File: config.mk
export PLATFORM = sky130hd
export DESIGN_NAME = button_scan_controller
export DESIGN_NICKNAME = d
export VERILOG_FILES = /design/src/rtl/btn_pkg.sv /design/src/rtl/tick_prescaler.sv /design/src/rtl/button_scan_controller.sv
export SDC_FILE = /design/constraint.sdc
export NUM_CORES = 1
export LEC_CHECK = 0
export ABC_AREA = 1
export BUFFER_PORTS_ARGS = -buffer_cell sky130_fd_sc_hd__buf_2
export CAP_MARGIN = 10
export CORE_AREA = 2 2 85 148
export CTS_BUF_LIST = sky130_fd_sc_hd__clkbuf_2
export CTS_CLUSTER_SIZE = 20
export DETAILED_ROUTE_END_ITERATION = 10
export DIE_AREA = 0 0 87 150
export SYNTH_ARGS = -nofsm -noshare
export SYNTH_HDL_FRONTEND = slang
export SYNTH_SLANG_ARGS = --single-unit
File: constraint.sdc
create_clock -name clock -period 2.5 [get_ports clock]
set_input_delay 0.125 -clock clock [delete_from_list [all_inputs] [get_ports clock]]
set_output_delay 0.125 -clock clock [all_outputs]
set_load 0.02 [all_outputs]
File: src/rtl/btn_pkg.sv
// Shared types and constants for the button scan controller.
package btn_pkg;

  typedef enum logic {
    ST_IDLE = 1'b0,
    ST_SCAN = 1'b1
  } scan_state_e;

  localparam int unsigned DEF_N_BTN      = 4;
  localparam int unsigned DEF_TICK_DIV   = 100000;
  localparam int unsigned DEF_STABLE_CNT = 4;

  // Index width for n items; never narrower than one bit.
  function automatic int unsigned BTN_IDX_W(input int unsigned n);
    return (n < 2) ? 1 : $clog2(n);
  endfunction

endpackage

File: src/rtl/tick_prescaler.sv
// Free-running divider producing a one-cycle tick every DIV clocks.
module tick_prescaler
  import btn_pkg::*;
#(
  parameter int unsigned DIV = DEF_TICK_DIV
) (
  input  logic clock,
  input  logic reset,
  output logic tick
);

  localparam int unsigned CW = (DIV < 2) ? 1 : $clog2(DIV);
  localparam logic [CW-1:0] LAST = CW'(DIV - 1);

  logic [CW-1:0] count_q;

  always_ff @(posedge clock or posedge reset) begin
    if (reset) begin
      count_q <= '0;
    end else if (count_q == LAST) begin
      count_q <= '0;
    end else begin
      count_q <= count_q + 1'b1;
    end
  end

  assign tick = (count_q == LAST);

endmodule

File: src/rtl/button_scan_controller.sv
// Round-robin debounce of N_BTN buttons with a queued press-event handshake.
// Optional release events are enabled with `define BTN_RELEASE_EVT_EN.
module button_scan_controller
  import btn_pkg::*;
#(
  parameter int unsigned N_BTN      = DEF_N_BTN,
  parameter int unsigned TICK_DIV   = DEF_TICK_DIV,
  parameter int unsigned STABLE_CNT = DEF_STABLE_CNT
) (
  input  logic                          clock,
  input  logic                          reset,
  input  logic [N_BTN-1:0]              btn_in,
  output logic [N_BTN-1:0]              btn_level,
  output logic                          press_valid,
  output logic [BTN_IDX_W(N_BTN)-1:0]   press_id,
  input  logic                          press_ready,
`ifdef BTN_RELEASE_EVT_EN
  output logic                          press_release,
`endif
  output logic                          overflow
);

  localparam int unsigned IW = BTN_IDX_W(N_BTN);
  localparam int unsigned CW = $clog2(STABLE_CNT);
`ifdef BTN_RELEASE_EVT_EN
  localparam int unsigned NSLOT = 2 * N_BTN;
`else
  localparam int unsigned NSLOT = N_BTN;
`endif
  localparam int unsigned SW = BTN_IDX_W(NSLOT);
  localparam logic [CW-1:0] CNT_LAST = CW'(STABLE_CNT - 1);
  localparam logic [IW-1:0] IDX_LAST = IW'(N_BTN - 1);
  localparam logic [SW-1:0] SLOT_LAST = SW'(NSLOT - 1);

  if (N_BTN < 2) begin : g_bad_n_btn
    $error("N_BTN must be at least 2");
  end
  if (TICK_DIV <= N_BTN + 1) begin : g_bad_tick_div
    $error("TICK_DIV must exceed N_BTN+1");
  end
  if (STABLE_CNT < 2 || STABLE_CNT > 255) begin : g_bad_stable_cnt
    $error("STABLE_CNT must be in 2..255");
  end

  logic              tick;
  logic [N_BTN-1:0]  sync1_q, sync2_q, level_q;
  logic [CW-1:0]     cnt_q [N_BTN];
  scan_state_e       state_q;
  logic [IW-1:0]     idx_q;
  logic [NSLOT-1:0]  pending_q;
  logic [SW-1:0]     rr_q, slot_q;
  logic              valid_q, overflow_q;

  logic              cur_sync, cur_level, differ, flip, accept, sel_any;
  logic [CW-1:0]     cur_cnt;
  logic [NSLOT-1:0]  set_mask, acc_mask, pend_kept;
  logic [SW-1:0]     rr_next, sel_slot;

  tick_prescaler #(
    .DIV (TICK_DIV)
  ) u_prescaler (
    .clock (clock),
    .reset (reset),
    .tick  (tick)
  );

  // Shared compare/count datapath for the button under scan.
  always_comb begin
    cur_sync  = sync2_q[idx_q];
    cur_level = level_q[idx_q];
    cur_cnt   = cnt_q[idx_q];
    differ    = (state_q == ST_SCAN) && (cur_sync != cur_level);
    flip      = differ && (cur_cnt == CNT_LAST);
    set_mask  = '0;
    if (flip && cur_sync) begin
      set_mask[SW'(idx_q)] = 1'b1;
    end
`ifdef BTN_RELEASE_EVT_EN
    if (flip && !cur_sync) begin
      set_mask[SW'(N_BTN) + SW'(idx_q)] = 1'b1;
    end
`endif
    accept   = valid_q && press_ready;
    acc_mask = '0;
    if (accept) begin
      acc_mask[slot_q] = 1'b1;
    end
    pend_kept = pending_q & ~acc_mask;
    rr_next   = rr_q;
    if (accept) begin
      rr_next = (slot_q == SLOT_LAST) ? '0 : slot_q + 1'b1;
    end
  end

  // Round-robin pick over the slots still pending after this cycle's accept.
  always_comb begin
    int s;
    s        = 0;
    sel_any  = 1'b0;
    sel_slot = rr_next;
    for (int k = 0; k < int'(NSLOT); k++) begin
      s = int'(rr_next) + k;
      if (s >= int'(NSLOT)) begin
        s = s - int'(NSLOT);
      end
      if (!sel_any && pend_kept[s[SW-1:0]]) begin
        sel_any  = 1'b1;
        sel_slot = s[SW-1:0];
      end
    end
  end

  always_ff @(posedge clock or posedge reset) begin
    if (reset) begin
      sync1_q    <= '0;
      sync2_q    <= '0;
      level_q    <= '0;
      for (int i = 0; i < int'(N_BTN); i++) begin
        cnt_q[i] <= '0;
      end
      state_q    <= ST_IDLE;
      idx_q      <= '0;
      pending_q  <= '0;
      rr_q       <= '0;
      slot_q     <= '0;
      valid_q    <= 1'b0;
      overflow_q <= 1'b0;
    end else begin
      sync1_q <= btn_in;
      sync2_q <= sync1_q;
      case (state_q)
        ST_IDLE: begin
          if (tick) begin
            state_q <= ST_SCAN;
            idx_q   <= '0;
          end
        end
        ST_SCAN: begin
          if (!differ) begin
            cnt_q[idx_q] <= '0;
          end else if (flip) begin
            level_q[idx_q] <= cur_sync;
            cnt_q[idx_q]   <= '0;
          end else begin
            cnt_q[idx_q] <= cur_cnt + 1'b1;
          end
          if (idx_q == IDX_LAST) begin
            state_q <= ST_IDLE;
            idx_q   <= '0;
          end else begin
            idx_q <= idx_q + 1'b1;
          end
        end
      endcase
      // An accepted slot re-armed in the same cycle is not a loss.
      pending_q <= pend_kept | set_mask;
      if (|(set_mask & pend_kept)) begin
        overflow_q <= 1'b1;
      end
      rr_q <= rr_next;
      // Hold the presented event until the consumer takes it.
      if (!(valid_q && !press_ready)) begin
        valid_q <= sel_any;
        if (sel_any) begin
          slot_q <= sel_slot;
        end
      end
    end
  end

  assign btn_level   = level_q;
  assign press_valid = valid_q;
  assign overflow    = overflow_q;
`ifdef BTN_RELEASE_EVT_EN
  assign press_release = (slot_q >= SW'(N_BTN));
  assign press_id      = press_release ? IW'(slot_q - SW'(N_BTN)) : IW'(slot_q);
`else
  assign press_id      = slot_q;
`endif

  no_tick_in_scan: assert property (@(posedge clock) disable iff (reset)
    !(tick && state_q == ST_SCAN));

  id_stable_while_stalled: assert property (@(posedge clock) disable iff (reset)
    (valid_q && !press_ready) |=> (valid_q && $stable(slot_q)));

endmodule

Word-level counts from Yosys, hierarchy flattened
Cells that the tools add are included.
Word-level totals
  bits in registers: 50
  bits of input ports: 7
Cells by class
  add/sub/neg operators: 11
  order comparisons: 14
  eq/ne operators: 6
  muxes and demuxes: 48
  bitwise gates (word level): 9
  reductions and logical operators: 18
Operator list (number)
  two-way mux 2 bit: 15
  less-than comparator 2 x 3 -> 1 bit (second input constant): 6
  adder 17 x 1 -> 17 bit (second input constant): 1
  equality test 17 bit (second input constant): 1
  two-way mux 17 bit: 1
  two-way mux 8 bit: 2
  two-way mux 1 bit: 14
  binary-select mux 1 bit (select 2 bit): 6
  greater-or-equal comparator 3 bit (second input constant): 4
  logical AND 1 bit: 11
  bitwise AND 4 bit: 2
  bitwise AND 8 bit: 1
  bitwise mux 8 bit: 1
  two-way mux 4 bit: 2
  inverter 8 bit: 1
  subtractor 2 x 1 -> 2 bit (second input constant): 4
  adder 2 x 1 -> 2 bit (second input constant): 3
  adder 2 x 2 -> 3 bit (second input constant): 2
  equality test 2 bit (second input constant): 3
  binary-select mux 2 bit (select 2 bit): 1
  bitwise mux 4 bit: 1
  demux 1 bit (select 2 bit): 2
  demux 2 bit (select 2 bit): 1
  greater-or-equal comparator 2 x 1 -> 1 bit (second input constant): 2
  other kinds (15): 19

Logic depth before layout (Yosys ltp)
Gate-level depths: netlist (run 1).
  depth after elaboration: 20
  depth in mapped cells: 15

Modules after synthesis
From an unflattened synthesis (run 1), not the netlist that was laid out.
Second synthesis, totals
  cells, all modules: 392
  area, all modules: 2979.1 µm²
By module, submodules not included
  button_scan_controller: times used 1, cells an instance 248, area an instance 2001.9 µm², sequential area each 825.8 µm²
  tick_prescaler: times used 1, cells an instance 144, area an instance 977.2 µm², sequential area each 425.4 µm²

Worst setup path after synthesis (run 1)
OpenSTA, ideal clock, no wires.
  kind: flip-flop to flip-flop
  from: register slot_q[0] (netlist: press_id[0])
  to: register slot_q[1] (netlist: press_id[1])
  arrival: 1.960 ns
  data required time: 2.380 ns
  slack: 0.420 ns
  stages on the path, launching flop included: 15
  path through: dfrtp_1 inv_1 ha_1 inv_1 nand3_1 nand2_1 nand2_1 nand2_1 nand2_1 nand2_2 nand4_2 nand2_2 inv_2 nor2_2 a21oi_2
On the way
  longest elaborated chain between the ends: 20
  elaborated cells between the ends (all ways): 50
  those cells by class: 8 x add/sub; 6 x order compare; 1 x eq/ne; 25 x mux; 2 x bitwise; 8 x reduce/logical
Ends and longest elaborated chain
  start, declared: RTL line button_scan_controller.sv:51  | logic [SW-1:0] rr_q, slot_q;
  start signal, assigned: RTL line button_scan_controller.sv:165  | slot_q <= sel_slot;
  branches (longest 20 deep; another with adder 2 x 1 -> 3 bit)
Several ways; the timed one is not identified. The select of a mux whose other input is x is not followed.
A chain may end at the register's enable or synchronous reset.

Worst setup path after layout (run 1)
Ends and elaborated chain as after synthesis.

==> results of run 1 <==
[registers in the layout, summed over array words and instances, names as in the netlist]
| name | cells |
|---|---|
| state_q | 1 |
| idx_q | 2 |
| cnt_q | 8 |
| sync2_q | 4 |
| rr_q | 2 |
| u_prescaler.count_q | 17 |
| sync1_q | 4 |
| pending_q | 4 |
| overflow | 1 |
| press_id | 2 |
| btn_level | 4 |
| press_valid | 1 |
[metrics by stage]
| stage | hold WS, ns | instances |
|---|---|---|
| after floorplan | 0.1564 | 353 |
| after global placement | 0.2358 | 501 |
| after detailed placement | 0.2353 | 501 |
| after CTS | 0.05160 | 514 |
| after global routing | 0.05673 | 514 |
| final | 0.07743 | 514 |
[worst max-delay path by stage]
stage,end,slack [ns],cells past startpoint
CTS,press_id[0],0.30,14
finish,press_id[1],0.29,13
detailed placement,press_id[0],0.34,14
global route,press_id[1],0.04,13
global placement,press_id[0],0.39,14
floorplan,press_id[1],0.42,14
[power groups by stage]
stage               clock network, mW  registers [mW]  logic, mW
finish                          0.434           0.940       1.15
global route                    0.486           0.952       1.28
CTS                             0.456           0.942       1.15
detailed placement                  0           0.957       1.14
global placement                    0           0.951       1.11
floorplan                           0           0.970      0.959
[routing by layer]
metal | up-vias | part of all wire | global-route usage
met2 | 40 | 0.53 | 0.1824
met5 | - | 0 | 0
met4 | 0 | 0.023 | 0.04297
met1 | 1078 | 0.42 | 0.1139
met3 | 11 | 0.028 | 0.01765
li1 | 1188 | - | -
[synthesized netlist by cell type, types with 3 or more instances]
cell type	instances	area, µm²
a21oi_1	12	60.06
dfrtp_1	50	1251
ha_1	10	125.1
inv_1	50	187.7
nand2_1	86	322.8
nand2_2	7	43.79
nand2_4	13	146.4
nand3_1	37	185.2
nand3_2	3	30.03
nand4_1	7	43.79
nor2_1	16	60.06
nor2_2	4	25.02
nor3_1	6	30.03
nor4_1	4	25.02
o21ai_0	14	70.07
o21ai_1	3	15.01
xor2_1	6	52.55
[area by class of cell]
type	instances	area, µm²	area share
inverter	54	206.4	0.06393
clock inverter	2	37.54	0.01162
sequential	50	1251	0.3874
clock buffer	6	30.03	0.009299
timing repair buffer	20	127.6	0.03952
multi-input combinational	245	1405	0.4351
tap	137	171.4	0.05308
[worst min-delay path, stage by stage]
cell     delay (ns)
buf_2          0.15
inv_1          0.06
nand2_1        0.07
nand2_1        0.07
[cells by family after synthesis]
logic type               synth area share
buffers and inverters             0.08334
adder cells (fa/ha/maj)           0.04318
flip-flops                         0.4318
AO/OA/AOI/OAI                     0.07773
XOR/XNOR                          0.02116
AND/OR/NAND/NOR                    0.3428
==> results.txt, run 1 <==
Synth async-reset ratio = 1.000
number of global-route vias before repair = 2,421
first-pass detailed-route iteration total = 4
final core utilization = 0.2721
TritonCTS Buffers = 5
Max stage delay cell, worst path = dfrtp_1
Final #Nets = 393
r2r setup slk = 0.29 ns
layout cells sized above 1 = 0.1671
combined area of all synthesized cells = 0.002898 mm²
worst setup path class = register to register
standby leakage power = 1.674 nW
slew at the pin with the worst max-slew slack = 0.6339 ns
CTS Hold Buffers Added = 5
Max Fclk = 453.1 MHz
Total Power = 2.520 mW
number of cells produced by synthesis = 353
period utilization = 0.8827
worst-case setup margin in the final layout = 0.2932 ns
Die X = 87 µm
timing startpoint of the critical path = press_id[0]
switching share of power = 0.4336
number of antenna violations at the first check in global routing = 0
kind of start point of the critical path = register
pre-CTS setup slack = 0.3369 ns
maximum number of pins on one net before global-route repair = 51
global router's overall resource usage = 0.1011
Hold Path Origin = press_ready
final count of hold timing violations = 0
floorplan row count = 53
global-route wire length before repair = 10,820 µm
WL per Instance = 11.65 µm
type of destination of the critical path = register
number of cells on the worst hold path = 4
number of synthesized flops with an enable pin = 0
area post-placement = 0.003112 mm²
via density per instance = 4.508
final estimated routing congestion in global placement = 0.8545
post-layout minimum cycle time = 2.207 ns
status = complete, no violations
setup repair after global routing missed its margin = false
Final Setup Violations = 0
reported net switching power = 1.093 mW
worst skew pair latency = 0.45 ns
Setup Total Neg Slack = 0 ns
detailed placer's ending HPWL = 4471 µm
data arrival time of the critical path = 2.58 ns
family of cells with the greatest summed delay on the critical path = simple AND/OR/NAND/NOR gates
clk root buf = clkbuf_2
Post-CTS Setup Inserts = 0
total via count after detailed routing = 2,317
Max VDD drop = 0.0002193 V
number of sinks handled by clock tree synthesis = 50
most frequent cells in the layout = 86 x nand2_1, 50 x dfrtp_1, 49 x inv_1
count of instances resized after the clock tree is built = 0
sequential group share of total power = 0.373
CTS Buffer Depth = 2
CP peak stage delay = 0.59 ns
net count of the mapped netlist = 370
full die area = 0.01305 mm²
most common library cell in the layout ignoring fill and taps = nand2_1
Hold Crit Class = input port to register
Antenna diodes = 0
total detailed-routing wirelength = 5990 µm
area growth from synthesis to layout = 11.44%
register area share after synthesis = 0.4318
post-route antenna net violation count = 0
max-cap viol count = 0
first-iteration detailed-routing DRC count = 123
total DRC errors in the routed layout = 0
final-report max-slew violation count = 0
number of synthesized register bits = 50
count of different cell masters after synthesis = 38
synth warn = 0
post-synthesis average cell area = 8.209 µm²
aggregate global routing overflow = 0
Pwr per Cell Area = 780.3 mW/mm²
final-layout fill cell count = 1,269
Clock Pin Slew Worst Setup and Hold Paths = 0.23 ns
worst reg2reg path depth = 13
cells along the critical path = inv_1, ha_1, inv_1, nand3_1, nand2_1, nand2_1, nand2_1, nand2_1, nand2_1, nand3_1, nand3_1, nand3_1, a21oi_2
port bufs = 14
Worst Path Max Fanout = 6
endpoint of the most critical register-to-register path = press_id[1]
Bufs and invs on worst path = 2
dominant register cell in the synthesized netlist = dfrtp_1
terminating pin of the worst hold path = press_valid
Int Power = 1.427 mW
R2R Path Start = press_id[0]
data required time at the worst endpoint = 2.87 ns
final setup skew = 0.03638 ns
H-tree depth reported by CTS = 2
combinational share of power = 0.455
CTS tree = yes
part of the total power dissipated in the clock network = 0.172
Finished Cell Area = 0.003229 mm²
Ports = 15
Die Y = 150 µm
CP most frequent cell = nand2_1
starting density of the core = 0.2441
Core ar. = 0.01187 mm²
worst slew margin relative to its limit = 0.5774
Power figures use the tool's default switching activity.
==> run 2: changes to the inputs <==
- PLACE_DENSITY_LB_ADDON: not set -> 0.1
==> results.txt, run 2 (synthesis results as in run 1) <==
family of cells with the greatest summed delay on the critical path = simple AND/OR/NAND/NOR gates
count of instances resized after the clock tree is built = 0 (unchanged)
Core ar. = 0.01187 mm² (unchanged)
worst skew pair latency = 0.47 ns (+0.02 ns)
first-iteration detailed-routing DRC count = 68 (-45%)
global router's overall resource usage = 0.1177 (+0.01663)
layout cells sized above 1 = 0.1667 (-0.0004421)
clk root buf = clkbuf_2
Setup Total Neg Slack = 0 ns (unchanged)
cells along the critical path = inv_1, ha_1, inv_1, nand3_1, nand2_1, nand2_1, nand2_1, nand2_1, nand2_1, nand3_1, nand3_1, nand3_1, a21oi_2
WHS = 0.05136 ns (-0.02607 ns)
Largest Register = u_prescaler.count_q
Pwr per Cell Area = 781.6 mW/mm² (+0.17%)
most common library cell in the layout ignoring fill and taps = nand2_1
final count of hold timing violations = 0 (unchanged)
post-route antenna net violation count = 0 (unchanged)
Die Y = 150 µm (unchanged)
first-pass detailed-route iteration total = 4 (unchanged)
slew at the pin with the worst max-slew slack = 0.4745 ns (-0.1594 ns)
data arrival time of the critical path = 2.61 ns (+0.03 ns)
Max VDD drop = 0.0001919 V (-13%)
Max stage delay cell, worst path = dfrtp_1
worst slew margin relative to its limit = 0.6837 (+0.1063)
Ports = 15 (unchanged)
CTS Buffer Depth = 2 (unchanged)
data required time at the worst endpoint = 2.90 ns (+0.03 ns)
setup repair after global routing missed its margin = false
reported net switching power = 1.114 mW (+2.0%)
number of antenna violations at the first check in global routing = 1 (+1)
Bufs and invs on worst path = 2 (unchanged)
Final #Nets = 395 (+0.51%)
sequential group share of total power = 0.370 (-0.003)
type of destination of the critical path = register
floorplan row count = 53 (unchanged)
total DRC errors in the routed layout = 0 (unchanged)
total via count after detailed routing = 2,313 (-0.17%)
CP most frequent cell = nand2_1
final setup skew = 0.03931 ns (+0.002926 ns)
number of flip-flops in the largest register = 17 (unchanged)
global-route wire length before repair = 11,990 µm (+11%)
final-report max-slew violation count = 0 (unchanged)
Regs by FF count = u_prescaler.count_q: 17 flops, cnt_q: 8 flops
Worst Path Max Fanout = 6 (unchanged)
detailed placer's ending HPWL = 5408 µm (+21%)
max-cap viol count = 0 (unchanged)
number of global-route vias before repair = 2,467 (+1.9%)
Max Fclk = 451.4 MHz (-0.38%)
combinational share of power = 0.457 (+0.002)
H-tree depth reported by CTS = 2 (unchanged)
aggregate global routing overflow = 0 (unchanged)
Die X = 87 µm (unchanged)
Hold Crit Class = input port to register
area growth from synthesis to layout = 11.74%
CTS tree = yes
port bufs = 14 (unchanged)
total detailed-routing wirelength = 6929 µm (+16%)
post-layout minimum cycle time = 2.215 ns (+0.008317 ns)
switching share of power = 0.4403 (+0.006697)
kind of start point of the critical path = register
Final Setup Violations = 0 (unchanged)
Post-CTS Setup Inserts = 0 (unchanged)
worst setup path class = register to register
number of sinks handled by clock tree synthesis = 50 (unchanged)
period utilization = 0.8860 (+0.003327)
status = complete, no violations
Clock Pin Slew Worst Setup and Hold Paths = 0.24 ns (about the same)
full die area = 0.01305 mm² (unchanged)
part of the total power dissipated in the clock network = 0.173 (about the same)
TritonCTS Buffers = 5 (unchanged)
Int Power = 1.416 mW (-0.75%)
final estimated routing congestion in global placement = 0.7350 (-14%)
most frequent cells in the layout = 86 x nand2_1, 50 x dfrtp_1, 49 x inv_1
starting density of the core = 0.2441 (unchanged)
CP peak stage delay = 0.59 ns (about the same)
maximum number of pins on one net before global-route repair = 20 (-61%)
WL per Instance = 13.43 µm (+15%)
via density per instance = 4.483 (-0.56%)
standby leakage power = 1.682 nW (+0.45%)
-- run 2: changes by cell type in the layout (fill, tap and decap cells not counted) --
cell        before  now
clkinv_1         0    1
buf_4            1    3
clkinvlp_4       1    0
clkbuf_2         6    5
diode_2          0    1
-- run 2: per-layer routing --
layer / part of all wire / global-route usage / vias up / wire (µm)
li1: - / - / 1180 / -
met1: 0.38 / 0.1229 / 1093 / 2655
met2: 0.56 / 0.2214 / 28 / 3883
met3: 0.020 / 0.01875 / 12 / 142
met4: 0.036 / 0.05625 / 0 / 248
met5: 0 / 0 / - / 0
-- run 2: repair_timing --
action | 4_1_cts | 5_1_grt
hold buffers | 5 | 0
hold endpoints to repair | 53 | 0
endpoints found under the setup margin | 0 | 0
-- run 2: worst paths after layout --
kind | slack, ns | cells past startpoint | from | to
max | 0.28 | 13 | press_id[0] | press_id[1]
min | 0.05 | 4 | press_ready | press_valid
max reg2reg | 0.28 | 13 | press_id[0] | press_id[1]
min reg2reg | 0.38 | 0 | sync1_q[0] | sync2_q[0]
max in group asynchronous | 1.76 | 4 | reset | cnt_q[6]
min in group asynchronous | 0.12 | 3 | reset | u_prescaler.count_q[7]
-- run 2: worst reg2reg max path, stage by stage, from the launching register on --
cell and delay, ns:
dfrtp_1 0.59, inv_1 0.11, ha_1 0.30, inv_1 0.11, nand3_1 0.09, nand2_1 0.20
nand2_1 0.08, nand2_1 0.13, nand2_1 0.06, nand2_1 0.10, nand3_1 0.09, nand3_1 0.09
nand3_1 0.10, a21oi_2 0.13
-- run 2: stage by stage --
stage	setup slack [ns]	cell area [µm²]	cells	power, mW	util
2_1_floorplan	0.4200	2898	353	1.929	-
3_3_place_gp	0.3216	3127	503	2.121	0.2634
3_5_place_dp	0.2940	3127	503	2.123	0.2634
4_1_cts	0.2482	3236	515	2.592	0.2726
5_1_grt	0.06323	3238	516	2.756	0.2728
6_report	0.2849	3238	516	2.531	0.2728
-- run 2: area by class of cell --
class / count / area [µm²]
clock buffer: 5 / 25.02
timing repair buffer: 22 / 142.6
tap: 137 / 171.4
inverter: 54 / 206.4
fill: 1303 / 8632
antenna: 1 / 2.502
sequential: 50 / 1251
clock inverter: 2 / 33.78
multi-input combinational: 245 / 1405
-- run 2: power groups by stage --
stage | logic [mW] | registers (mW) | clock network [mW]
CTS | 1.18 | 0.939 | 0.470
floorplan | 0.959 | 0.970 | 0
global route | 1.31 | 0.950 | 0.497
finish | 1.16 | 0.936 | 0.438
detailed placement | 1.17 | 0.952 | 0
global placement | 1.17 | 0.953 | 0
==> run 3: changes to the inputs <==
- GPL_TIMING_DRIVEN: not set -> 0
==> results.txt, run 3 (synthesis results as in run 1) <==
status = complete, no violations
detailed placer's ending HPWL = 5457 µm (+0.91%)
total DRC errors in the routed layout = 0 (unchanged)
setup repair after global routing missed its margin = false
Clock Pin Slew Worst Setup and Hold Paths = 0.30 ns (+0.06 ns)
port bufs = 14 (unchanged)
aggregate global routing overflow = 0 (unchanged)
post-layout minimum cycle time = 2.176 ns (-0.03948 ns)
standby leakage power = 1.699 nW (+1.0%)
TritonCTS Buffers = 5 (unchanged)
worst skew pair latency = 0.48 ns (about the same)
Core ar. = 0.01187 mm² (unchanged)
final-layout fill cell count = 1,311 (+0.61%)
R2R Path Start = press_id[0]
Max Fclk = 459.6 MHz (+1.8%)
global-route wire length before repair = 12,030 µm (+0.40%)
CP peak stage delay = 0.52 ns (-0.07 ns)
number of placed instances with taps included = 505 (+0.40%)
most common library cell in the layout ignoring fill and taps = nand2_1
Max stage delay cell, worst path = dfrtp_2
number of antenna violations at the first check in global routing = 1 (unchanged)
cells along the critical path = inv_1, ha_1, inv_1, nand3_1, nand2_1, nand2_1, nand2_1, nand2_1, nand2_2, nand4_2, nand2_2, inv_2, nand3_1, nand2_1
post-route antenna net violation count = 0 (unchanged)
max-cap viol count = 0 (unchanged)
clk root buf = clkbuf_2
Pwr per Cell Area = 791.7 mW/mm² (+1.3%)
Hold Crit Class = input port to asynchronous set/reset pin
kind of start point of the critical path = register
CTS tree = yes
Setup Total Neg Slack = 0 ns (unchanged)
Post-CTS Setup Inserts = 0 (unchanged)
endpoint of the most critical register-to-register path = press_id[0]
first-iteration detailed-routing DRC count = 81 (+19%)
worst setup path class = register to register
total via count after detailed routing = 2,323 (+0.43%)
worst reg2reg path depth = 14 (+1)
slew at the pin with the worst max-slew slack = 0.4681 ns (-0.006436 ns)
worst-case setup margin in the final layout = 0.3244 ns (+0.03948 ns)
area post-placement = 0.003159 mm² (+1.0%)
starting density of the core = 0.2441 (unchanged)
full die area = 0.01305 mm² (unchanged)
layout cells sized above 1 = 0.1728 (+0.006108)
total detailed-routing wirelength = 6948 µm (+0.27%)
CTS Buffer Depth = 2 (unchanged)
final count of hold timing violations = 0 (unchanged)
Finished Cell Area = 0.003291 mm² (+1.6%)
maximum number of pins on one net before global-route repair = 31 (+55%)
r2r setup slk = 0.32 ns (+0.04 ns)
first-pass detailed-route iteration total = 4 (unchanged)
family of cells with the greatest summed delay on the critical path = simple AND/OR/NAND/NOR gates
number of global-route vias before repair = 2,433 (-1.4%)
Die X = 87 µm (unchanged)
via density per instance = 4.467 (-0.34%)
WL per Instance = 13.36 µm (-0.50%)
Ports = 15 (unchanged)
WHS = 0.1328 ns (+0.08147 ns)
worst slew margin relative to its limit = 0.6875 (+0.003836)
data arrival time of the critical path = 2.54 ns (-0.07 ns)
Die Y = 150 µm (unchanged)
Largest Register = u_prescaler.count_q
final estimated routing congestion in global placement = 0.7518 (+2.3%)
Bufs and invs on worst path = 3 (+1)
Final Setup Violations = 0 (unchanged)
number of sinks handled by clock tree synthesis = 50 (unchanged)
final setup skew = 0.04102 ns (+0.001711 ns)
Final #Nets = 398 (+0.76%)
H-tree depth reported by CTS = 2 (unchanged)
Worst Path Max Fanout = 6 (unchanged)
number of flip-flops in the largest register = 17 (unchanged)
Regs by FF count = u_prescaler.count_q: 17 flops, cnt_q: 8 flops
floorplan row count = 53 (unchanged)
Total Power = 2.605 mW (+2.9%)
global router's overall resource usage = 0.1185 (+0.0007494)
count of non-filler cells in the finished layout = 520 (+0.78%)
type of destination of the critical path = register
area growth from synthesis to layout = 13.56%
final-report max-slew violation count = 0 (unchanged)
most frequent cells in the layout = 86 x nand2_1, 49 x inv_1, 49 x dfrtp_1
data required time at the worst endpoint = 2.87 ns (-0.03 ns)
period utilization = 0.8703 (-0.01579)
pre-CTS setup slack = 0.2085 ns (-0.08552 ns)
Max VDD drop = 0.0002879 V (+50%)
CP most frequent cell = nand2_1
final core utilization = 0.2772 (+0.004427)
==> run 3: cell types whose count changed in the layout (fill, tap and decap cells not counted), sizes merged <==
cell / before / now
clkinvlp: 0 / 1
clkbuf: 5 / 8
clkinv: 2 / 1
dlygate4sd3: 5 / 6
==> run 3: layer usage <==
| metal | global-route usage | vias to the layer above | wire length, µm |
|---|---|---|---|
| met3 | 0.01875 | 12 | 152 |
| li1 | - | 1190 | - |
| met5 | 0 | - | 0 |
| met1 | 0.1245 | 1099 | 2746 |
| met2 | 0.2244 | 22 | 3872 |
| met4 | 0.05156 | 0 | 176 |
==> run 3: area by class of cell <==
class	instances	area [µm²]	area share
multi-input cells	245	1405	0.4270
flip-flops and latches	50	1252	0.3806
inverters	54	206.4	0.06274
well taps	137	171.4	0.05209
repair buffers	21	150.1	0.04563
clock inverters	2	37.54	0.01141
plain buffers	4	35.03	0.01065
clock buffers	6	30.03	0.009125
diodes	1	2.502	0.0007605
==> run 3: tightest hold or removal path: cells and delay by family <==
family | cells | cell delay, ns
buf+inv | 3 | 0.99
==> run 3: worst max-delay path by stage <==
stage                     cells after the start         from           to
after detailed placement                     14  press_id[0]  press_id[0]
after global routing                         14  press_id[0]  press_id[0]
after floorplan                              14  press_id[0]  press_id[1]
after global placement                       14  press_id[0]  press_id[0]
final                                        14  press_id[0]  press_id[0]
after CTS                                    14  press_id[0]  press_id[0]
==> run 3: where the power goes <==
part / total (mW) / switching (mW) / internal, mW / leakage, nW
Clock: 0.452 / 0.280 / 0.172 / 0.0392
Combinational: 1.21 / 0.788 / 0.426 / 1.01
Sequential: 0.938 / 0.0687 / 0.870 / 0.653
==> run 3: timing repair <==
item                       CTS  global route
setup endpoints to repair    0             2
hold buffers                 5             1
hold endpoints to repair    31             1
resized for setup            0             1
